### src/rtl/dsp_mac_pkg.sv
// Shared opmode field encodings and saturation-limit helpers for the DSP MAC slice.
package dsp_mac_pkg;

  typedef enum logic [1:0] {
    PRE_B     = 2'b00,
    PRE_ADD   = 2'b01,
    PRE_SUB   = 2'b10,
    PRE_B_ALT = 2'b11
  } pre_op_e;

  typedef enum logic [1:0] {
    POST_M    = 2'b00,
    POST_CM   = 2'b01,
    POST_ACC  = 2'b10,
    POST_CSUB = 2'b11
  } post_op_e;

  // Wide enough for any sensible P_W; callers truncate to their own width.
  localparam int LIM_W = 256;

  function automatic logic [LIM_W-1:0] sat_max(input int w);
    logic [LIM_W-1:0] r;
    r = '0;
    for (int i = 0; i < w - 1; i++) r[i] = 1'b1;
    return r;
  endfunction

  function automatic logic [LIM_W-1:0] sat_min(input int w);
    logic [LIM_W-1:0] r;
    r = '0;
    r[w-1] = 1'b1;
    return r;
  endfunction

endpackage

### src/rtl/dsp_pipe_reg.sv
// Delay line of DEPTH registers with shared clock enable and synchronous reset.
module dsp_pipe_reg #(
  parameter int WIDTH = 1,
  parameter int DEPTH = 1
) (
  input  logic             clk,
  input  logic             rst,
  input  logic             ce,
  input  logic [WIDTH-1:0] d,
  output logic [WIDTH-1:0] q
);

  if (DEPTH == 0) begin : g_wire
    logic unused_ctl;
    assign unused_ctl = ^{clk, rst, ce};
    assign q = d;
  end else begin : g_reg
    logic [DEPTH-1:0][WIDTH-1:0] stg;
    always_ff @(posedge clk) begin
      if (rst) begin
        stg <= '0;
      end else if (ce) begin
        stg[0] <= d;
        for (int i = 1; i < DEPTH; i++) stg[i] <= stg[i-1];
      end
    end
    assign q = stg[DEPTH-1];
  end

endmodule

### src/rtl/dsp_mac_slice.sv
// Parametrised pre-adder / signed multiplier / post-adder-accumulator slice with
// a valid bit riding alongside the data and a single global clock enable.
module dsp_mac_slice
  import dsp_mac_pkg::*;
#(
  parameter int A_W       = 18,
  parameter int B_W       = 18,
  parameter int P_W       = 48,
  parameter int IN_STAGES = 1,
  parameter int MREG      = 1,
  parameter int SAT_EN    = 0
) (
  input  logic           clk,
  input  logic           rst,
  input  logic           ce,
  input  logic           in_valid,
  input  logic [A_W-1:0] a,
  input  logic [B_W-1:0] b,
  input  logic [B_W-1:0] d,
  input  logic [P_W-1:0] c,
  input  logic           cin,
  input  logic [3:0]     opmode,
  output logic           out_valid,
  output logic [P_W-1:0] p,
  output logic           carryout,
  output logic           ovf
);

  localparam int M_W  = A_W + B_W;
  localparam int AB_W = A_W + 2 * B_W;
  localparam logic [P_W-1:0] P_MAX = P_W'(sat_max(P_W));
  localparam logic [P_W-1:0] P_MIN = P_W'(sat_min(P_W));

  if (P_W < M_W + 1) begin : g_err_pw
    $error("dsp_mac_slice: P_W must be at least A_W+B_W+1");
  end
  if (IN_STAGES < 0 || IN_STAGES > 2) begin : g_err_in
    $error("dsp_mac_slice: IN_STAGES must be 0..2");
  end
  if (MREG < 0 || MREG > 1) begin : g_err_mreg
    $error("dsp_mac_slice: MREG must be 0 or 1");
  end

  // ---- input stages ----
  logic [AB_W-1:0] abd1;
  logic [A_W-1:0]  a1;
  logic [B_W-1:0]  b1, d1;
  logic            v1;
  logic [3:0]      op1;

  dsp_pipe_reg #(.WIDTH(AB_W), .DEPTH(IN_STAGES)) u_in_reg (
    .clk(clk), .rst(rst), .ce(ce), .d({a, b, d}), .q(abd1)
  );
  assign {a1, b1, d1} = abd1;

  dsp_pipe_reg #(.WIDTH(5), .DEPTH(IN_STAGES)) u_ctl_in (
    .clk(clk), .rst(rst), .ce(ce), .d({in_valid, opmode}), .q({v1, op1})
  );

  // c and cin skip the multiplier, so they are delayed to meet m at the post-adder.
  logic [P_W-1:0] c2;
  logic           cin2;

  dsp_pipe_reg #(.WIDTH(P_W + 1), .DEPTH(IN_STAGES + MREG)) u_c_dly (
    .clk(clk), .rst(rst), .ce(ce), .d({cin, c}), .q({cin2, c2})
  );

  // ---- pre-adder and multiplier ----
  logic [B_W-1:0]        pre1;
  logic signed [M_W-1:0] m1;

  always_comb begin
    pre1 = b1;
    case (pre_op_e'(op1[1:0]))
      PRE_ADD: pre1 = d1 + b1;
      PRE_SUB: pre1 = d1 - b1;
      default: pre1 = b1;
    endcase
  end

  assign m1 = M_W'($signed(a1)) * M_W'($signed(pre1));

  // ---- multiplier register ----
  logic [M_W-1:0] m2;
  logic           v2;
  logic [1:0]     post2;

  dsp_pipe_reg #(.WIDTH(M_W), .DEPTH(MREG)) u_mreg (
    .clk(clk), .rst(rst), .ce(ce), .d(m1), .q(m2)
  );

  dsp_pipe_reg #(.WIDTH(3), .DEPTH(MREG)) u_ctl_m (
    .clk(clk), .rst(rst), .ce(ce), .d({v1, op1[3:2]}), .q({v2, post2})
  );

  // ---- post-adder ----
  logic [P_W-1:0] mx, x, y, p_nxt;
  logic [P_W:0]   usum;
  logic [P_W+1:0] xe, me, ex;
  logic           sub, ovf_n;

  assign mx = {{(P_W - M_W){m2[M_W-1]}}, m2};

  always_comb begin
    x   = '0;
    y   = mx;
    sub = 1'b0;
    case (post_op_e'(post2))
      POST_CM:  x = c2;
      POST_ACC: x = p;
      POST_CSUB: begin
        x   = c2;
        y   = ~mx;
        sub = 1'b1;
      end
      default:  x = '0;
    endcase
  end

  // Unsigned sum gives p and carryout; the sign-extended exact sum gives overflow.
  assign usum = {1'b0, x} + {1'b0, y} + {{P_W{1'b0}}, sub} + {{P_W{1'b0}}, cin2};

  assign xe = {{2{x[P_W-1]}}, x};
  assign me = {{2{mx[P_W-1]}}, mx};
  assign ex = (sub ? xe - me : xe + me) + {{(P_W + 1){1'b0}}, cin2};

  assign ovf_n = (ex[P_W+1:P_W-1] != 3'b000) && (ex[P_W+1:P_W-1] != 3'b111);

  logic unused_ex_lo;
  assign unused_ex_lo = ^ex[P_W-2:0];

  assign p_nxt = (SAT_EN != 0 && ovf_n) ? (ex[P_W+1] ? P_MIN : P_MAX) : usum[P_W-1:0];

  // Results only move on a valid final-stage beat, so bubbles leave the accumulator alone.
  always_ff @(posedge clk) begin
    if (rst) begin
      out_valid <= 1'b0;
      p         <= '0;
      carryout  <= 1'b0;
      ovf       <= 1'b0;
    end else if (ce) begin
      out_valid <= v2;
      if (v2) begin
        p        <= p_nxt;
        carryout <= usum[P_W];
        ovf      <= ovf_n;
      end
    end
  end

endmodule

### config.mk
export PLATFORM = sky130hd
export DESIGN_NAME = dsp_mac_slice
export DESIGN_NICKNAME = d
export VERILOG_FILES = /design/src/rtl/dsp_mac_pkg.sv /design/src/rtl/dsp_pipe_reg.sv /design/src/rtl/dsp_mac_slice.sv
export SDC_FILE = /design/constraint.sdc
export NUM_CORES = 2
export LEC_CHECK = 0
export CORE_AREA = 2 2 323 197
export DETAILED_ROUTE_END_ITERATION = 12
export DIE_AREA = 0 0 325 199
export GPL_TIMING_DRIVEN = 0
export MAX_ROUTING_LAYER = met4
export PLACE_DENSITY_LB_ADDON = 0.3
export REMOVE_ABC_BUFFERS = 1
export SETUP_SLACK_MARGIN = 0.05
export SYNTH_ARGS = -nofsm -noshare
export SYNTH_HDL_FRONTEND = slang
export SYNTH_SLANG_ARGS = --single-unit
### constraint.sdc
create_clock -name clk -period 11.9 [get_ports clk]
set_clock_uncertainty 0.2 [all_clocks]
set_input_delay 3.57 -clock clk [delete_from_list [all_inputs] [get_ports clk]]
set_output_delay 3.57 -clock clk [all_outputs]
set_load 0.1 [all_outputs]
# [After elaboration in Yosys (flattened, before gate mapping)]
# Index checks and enable logic that the tools add are counted.
[word_totals] reg_bits=247 latchBits=0 mem_bits_rw=0 rom_bits=0 input_bits=111 output_inout_bits=51 wordCells=35 memories=0
[op_classes] add_sub_neg=8 multipliers=1 n_div=0 order_cmp=0 eq_ne=6 shift=0 mux=5 bitwise=1 reduce_logical=4
[ops] cell="adder 49 x 1 -> 49 bit" count=2
[ops] cell="case mux 48 bit (2 select lines)" count=1
[ops] cell="adder 50 x 1 -> 50 bit" count=1
[ops] cell="2-to-1 mux 50 bit" count=1
[ops] cell="adder 48 x 36 -> 49 bit" count=1
[ops] cell="adder 48 x 48 -> 49 bit" count=1
[ops] cell="subtractor 48 x 36 -> 49 bit" count=1
[ops] cell="2-to-1 mux 48 bit" count=1
[ops] cell="inverter 48 bit" count=1
[ops] cell="multiplier 18 x 18 -> 36 bit" count=1
[ops] cell="case mux 18 bit (2 select lines)" count=1
[ops] cell="adder 18 bit" count=1
[ops] cell="subtractor 18 bit" count=1
[ops] cell="== test 2 bit (second input constant)" count=3
[ops] cell="== test 2 x 1 -> 1 bit (second input constant)" count=2
[ops] cell="!= test 3 bit (second input constant)" count=1
[ops] cell="nonzero test 3 bit" count=1
[ops] cell="AND reduction 2 bit" count=1
[ops] cell="OR reduction 2 bit" count=1
[ops] cell="logical AND 1 bit" count=1
[ops] cell="2-to-1 mux 1 bit" count=1

# [Longest topological paths before layout]
[logic_depth] depth_word=8 ltp_mapped=42 depth_no_buf=40

# [Hierarchy]
# Synthesis repeated with hierarchy kept, for this count alone.
[hier_totals] hier_cells=3755 hier_area_um2=30973.5
[modules_own_cells] mod="dsp_mac_slice" n_inst=1 cells_each=3075 area_per_inst_um2=23600.1 seq_area_each_um2=1021.0
[modules_own_cells] mod="dsp_pipe_reg (u_c_dly)" n_inst=1 cells_each=365 area_per_inst_um2=3826.2 seq_area_each_um2=1961.9
[modules_own_cells] mod="dsp_pipe_reg (u_in_reg)" n_inst=1 cells_each=174 area_per_inst_um2=1959.4 seq_area_each_um2=1081.0
[modules_own_cells] mod="dsp_pipe_reg (u_mreg)" n_inst=1 cells_each=116 area_per_inst_um2=1306.3 seq_area_each_um2=720.7
[modules_own_cells] mod="dsp_pipe_reg (u_ctl_in)" n_inst=1 cells_each=16 area_per_inst_um2=180.2 seq_area_each_um2=100.1
[modules_own_cells] mod="dsp_pipe_reg (u_ctl_m)" n_inst=1 cells_each=9 area_per_inst_um2=101.3 seq_area_each_um2=60.1

# [Worst setup path before layout]
# No wires, ideal clock.
[synth_timing] path_kind="register to register" start="register u_ctl_in.g_reg.stg (netlist bit u_ctl_in.q[0])" end="register u_mreg.g_reg.stg (netlist bit u_mreg.q[35])" setup_time_ns=0.074 arrival_ns=9.389 required_time_ns=11.626 slack_ns=2.236 stages_incl_launch_ff=42 n_path_buf=4 period_less_slack_ns=9.664 cell_sequence="dfxtp_1 -> inv_1 -> ha_1 -> clkbuf_1 -> clkbuf_1 -> nor2_1 -> xnor2_1 -> ha_1 -> nor2b_1 -> o21ai_1 -> a21boi_0 -> o21ai_1 -> nand2b_1 -> a31oi_1 -> o31ai_1 -> a21o_1 -> a211oi_1 -> o31ai_1 -> [6 not listed] -> fa_1 -> fa_1 -> inv_1 -> fa_1 -> inv_1 -> ha_1 -> clkbuf_1 -> a21o_1 -> a21o_1 -> a21oi_1 -> o21ai_0 -> a21o_1 -> a21oi_1 -> nor2_1 -> a2111oi_4 -> o21ai_1 -> or4b_1 -> a31oi_1"
[synth_between] elab_chain_len=3 word_cells_on_any_way=4 classes_between="mul (1); eq/ne (2); mux (1)"
[synth_rtl] element="start: declaration" line_no="dsp_pipe_reg.sv:18" text="logic [DEPTH-1:0][WIDTH-1:0] stg;"
[synth_rtl] element="== test 2 bit / == test 2 x 1 -> 1 bit (equally long branches)" line_no="dsp_mac_slice.sv:74" text="case (pre_op_e'(op1[1:0]))"
[synth_rtl] element="case mux 18 bit (2 select lines) (*)" line_no="dsp_mac_slice.sv:74"
[synth_rtl] element="multiplier 18 x 18 -> 36 bit (*)" line_no="dsp_mac_slice.sv:81" text="assign m1 = M_W'($signed(a1)) * M_W'($signed(pre1));"
[synth_rtl] element="end: declaration" line_no="dsp_pipe_reg.sv:18"
# Every way passes the cells marked *; elsewhere a longest branch is shown, timed or not.
# A chain may end at the register's enable or synchronous reset.

# [Final worst setup path]
[layout_timing] start="register u_in_reg.g_reg.stg (netlist bit u_in_reg.q[18])" end="register u_mreg.g_reg.stg (netlist bit u_mreg.q[35])"
[layout_between] elab_chain_len=3 word_cells_on_any_way=4 classes_between="add/sub (2); mul (1); mux (1)"
[layout_rtl] element="start: declaration" line_no="dsp_pipe_reg.sv:18"
[layout_rtl] element="subtractor 18 bit / adder 18 bit (equally long branches)" line_no="dsp_mac_slice.sv:76, dsp_mac_slice.sv:75"
[layout_rtl] element="case mux 18 bit (2 select lines) (*)" line_no="dsp_mac_slice.sv:74"
[layout_rtl] element="multiplier 18 x 18 -> 36 bit (*)" line_no="dsp_mac_slice.sv:81"
# Marks and branches as above.

==> run summary <==
Outcome -> finished clean
Total CTS buffers -> 26
Switching share of power -> 0.487
Number of pins with negative max-slew slack in the final report -> 0
Core Region -> 61,900 µm²
Number of primary I/O pins -> 162
Dominant cell type by area after synthesis -> sky130_fd_sc_hd__fa_1
Required time worst endpoint -> 12.21 ns
Vias post-DR -> 25,600
Std-Cell Rows -> 71
Top-area cell type share of the netlist area -> 0.218
Post-DP HPWL -> 67,500 µm
Leakage power -> 15.8 nW
Number of clock sinks -> 247
Largest stage delay on the critical path -> 0.67 ns
Non-filler instance count after layout -> 4,548
Clock share of power -> 0.162
Overflow after GRT -> 0
Final hold vios -> 0
Via density -> 5.64
Arrival time of the worst setup path -> 11.48 ns
Shortest period the worst path allows -> 11.17 ns
Drt initial violations -> 2,300
Share of synthesized flip-flops with an asynchronous set or reset -> 0
Root Buffer Master -> sky130_fd_sc_hd__clkbuf_16
Total area of multi-input combinational cells -> 23,400 µm²
Count of flip-flops with a built-in enable after synthesis -> 0
Register clock-pin slew on the reported worst setup and hold paths -> 0.07 ns
Worst slew margin relative to its limit -> 0.157
Count of endpoints failing setup in the final report -> 0
Crit-path slowest cell -> sky130_fd_sc_hd__nor3_1
CTS hold repair buffers -> 0
Vertical die dimension -> 199 µm
Aggregate routed wire length -> 85,300 µm
Number of global-route vias before repair -> 24,900
Most used flip-flop cell after synthesis -> sky130_fd_sc_hd__dfxtp_1
Drt first pass iters -> 5
Count of nets after finishing -> 4,390
Average wire per cell in the routed design -> 18.7 µm
Areal power density over the cells -> 151 nW/µm²
CTS tree -> built
Sequential fraction of the synthesis area -> 0.162
Final critical-path share of the clock period -> 0.939
Unrepaired setup endpoints after global routing -> false
Hold WC Path Type -> flip-flop to flip-flop
Worst IR drop on VDD -> 0.128 mV
Switching power -> 0.00248 W
Worst skew pair latency -> 0.60 ns
Highest Clock Rate -> 0.0895 GHz
First-pass GRT wire length -> 138,000 µm
Share of total power in sequential cells -> 0.200
Final RePlAce weighted congestion -> 0.995
Resized Gates After CTS -> 0
Util after Layout -> 0.543
Worst-Margin Slew -> 1.25 ns
Antenna violations before repair -> 0
Cell internal pwr -> 0.00261 W
Number of fill cells -> 5,822
Max capacitance violation total -> 0
Overall power -> 0.00509 W
I/O Buffers -> 161
Layout Area Growth over Synthesis -> 10.2%
Cells after Synth -> 3,678
Register cell area after layout -> 4950 µm²
Most prevalent standard cell on the critical path -> sky130_fd_sc_hd__fa_1
X dimension of the die -> 325 µm
Setup TNS -> 0 ns
Initial Util -> 0.493
Fraction of layout instances using a drive strength above 1 -> 0.0313
Area of the die -> 64,700 µm²
DRC violation count after routing -> 0
Category of the most critical setup path -> flip-flop to flip-flop
Ys Warns -> 0
Type of destination of the critical path -> flip-flop
Post-synthesis cell type count -> 99
Maximum net fanout on the critical path -> 18
Summed instance area of the synthesized netlist -> 30,500 µm²
Part of the total power dissipated in combinational logic -> 0.638
Worst-case register-to-register setup slack -> 0.73 ns
Post-DRT Antenna Nets -> 0
Synth Area per Inst -> 8.30 µm²
Area contributors post-synth -> sky130_fd_sc_hd__fa_1 22%, sky130_fd_sc_hd__dfxtp_1 16%, sky130_fd_sc_hd__ha_1 10%
Global-route total usage across every layer -> 0.277
Pin count of the biggest net entering global routing -> 135
Number of storage elements in the synthesis netlist -> 247
Number of placed instances with taps included -> 4,500
Startpoint type of the worst setup path -> flip-flop
Antenna Cells -> 0
Max Root-Sink Buffers -> 3
Count of buffers added by post-CTS timing repair for setup -> 0
Number of levels the H-tree was split into -> 1
logic make-up after synthesis:
kind of cell,Yosys count,synth area share
mux,208,0.0684
fa+ha+maj,589,0.323
xor+xnor,170,0.0490
buf+inv,609,0.0768
simple gates,1231,0.187
compound gates,624,0.133
flops,247,0.162
Yosys cell counts (all sizes together) (35+ instances only):
| cell | instances |
|---|---|
| a21o | 71 |
| fa | 333 |
| xor2 | 49 |
| nor3 | 36 |
| o21ai | 149 |
| ha | 256 |
| dfxtp | 247 |
| nand2 | 465 |
| nand3 | 47 |
| inv | 416 |
| nand4 | 35 |
| nor2 | 335 |
| a21oi | 174 |
| xnor2 | 121 |
| clkbuf | 139 |
| and2 | 137 |
| mux2i | 202 |
| buf | 53 |
area by class of cell:
| type | count | share of cell area |
|---|---|---|
| Multi-Input combinational cell | 2822 | 0.694 |
| Tap cell | 839 | 0.0312 |
| Inverter | 417 | 0.0465 |
| Timing Repair Buffer | 176 | 0.0565 |
| Clock inverter | 10 | 0.00257 |
| Sequential cell | 247 | 0.147 |
| Clock buffer | 37 | 0.0218 |
sequential cells by signal, indices dropped and copies added, names as in the netlist:
signal             flops
u_ctl_in.q             5
u_c_dly.g_reg.stg     49
p                     48
u_mreg.q              36
out_valid              1
carryout               1
ovf                    1
u_c_dly.q             49
u_ctl_m.q              3
u_in_reg.q            54
power groups by stage:
stage	Combinational (W)	Clock (W)	Sequential (W)
4_1_cts	0.00321	0.000849	0.00101
3_5_place_dp	0.00318	0	0.00103
3_3_place_gp	0.00315	0	0.00104
5_1_grt	0.00365	0.000879	0.00103
6_report	0.00325	0.000826	0.00102
2_1_floorplan	0.00236	0	0.000999
layout by cell type (no fill, tap or decap), types with 21 or more instances in the layout:
cell type,count
sky130_fd_sc_hd__xor2_1,48
sky130_fd_sc_hd__clkdlybuf4s50_1,159
sky130_fd_sc_hd__a31oi_1,26
sky130_fd_sc_hd__nand4_1,35
sky130_fd_sc_hd__and2_1,134
sky130_fd_sc_hd__a21oi_1,171
sky130_fd_sc_hd__fa_1,333
sky130_fd_sc_hd__dfxtp_1,245
sky130_fd_sc_hd__nand2b_1,32
sky130_fd_sc_hd__o21a_1,25
sky130_fd_sc_hd__inv_1,415
sky130_fd_sc_hd__nor3_1,35
sky130_fd_sc_hd__nor2b_1,33
sky130_fd_sc_hd__a211oi_1,21
sky130_fd_sc_hd__nand3_1,47
sky130_fd_sc_hd__mux2i_1,200
sky130_fd_sc_hd__clkbuf_16,27
sky130_fd_sc_hd__xnor2_1,120
sky130_fd_sc_hd__a21o_1,71
sky130_fd_sc_hd__o21ai_0,120
sky130_fd_sc_hd__ha_1,255
sky130_fd_sc_hd__nand2_1,463
sky130_fd_sc_hd__nor2_1,334
stage by stage:
step	hold WS, ns	area (µm²)	worst slack, ns
after global placement	0.258	32400	-8.60
after floorplan	0.260	29800	2.05
after detailed placement	0.261	32800	0.497
after CTS	0.270	33600	0.442
final	0.268	33600	0.730
after global routing	0.289	33600	0.180
worst paths after layout:
| check | to | cells past startpoint | startpoint |
|---|---|---|---|
| setup / recovery | u_mreg.q[35]$_SDFFE_PP0P_ | 35 | u_in_reg.q[18]$_SDFFE_PP0P_ |
| hold / removal | p[28]$_SDFFE_PP0P_ | 2 | p[28]$_SDFFE_PP0P_ |
| setup reg to reg | u_mreg.q[35]$_SDFFE_PP0P_ | 35 | u_in_reg.q[18]$_SDFFE_PP0P_ |
| hold reg to reg | p[28]$_SDFFE_PP0P_ | 2 | p[28]$_SDFFE_PP0P_ |
routing by layer:
metal | vias to the layer above | GRT usage | part of all wire
li1 | 12200 | - | -
met1 | 12400 | 0.417 | 0.50
met2 | 886 | 0.375 | 0.39
met3 | 84 | 0.0653 | 0.10
met4 | 0 | 0.0446 | 0.015
met5 | - | - | 0
critical path, delay by kind of cell, from the launching register on:
family / cells / cell delay (ns)
flops: 1 / 0.37
xor+xnor: 2 / 0.76
compound gates: 13 / 3.16
simple gates: 8 / 2.35
buf+inv: 3 / 0.20
fa+ha+maj: 9 / 4.00
Note: power is estimated with default switching activity, not from simulation.
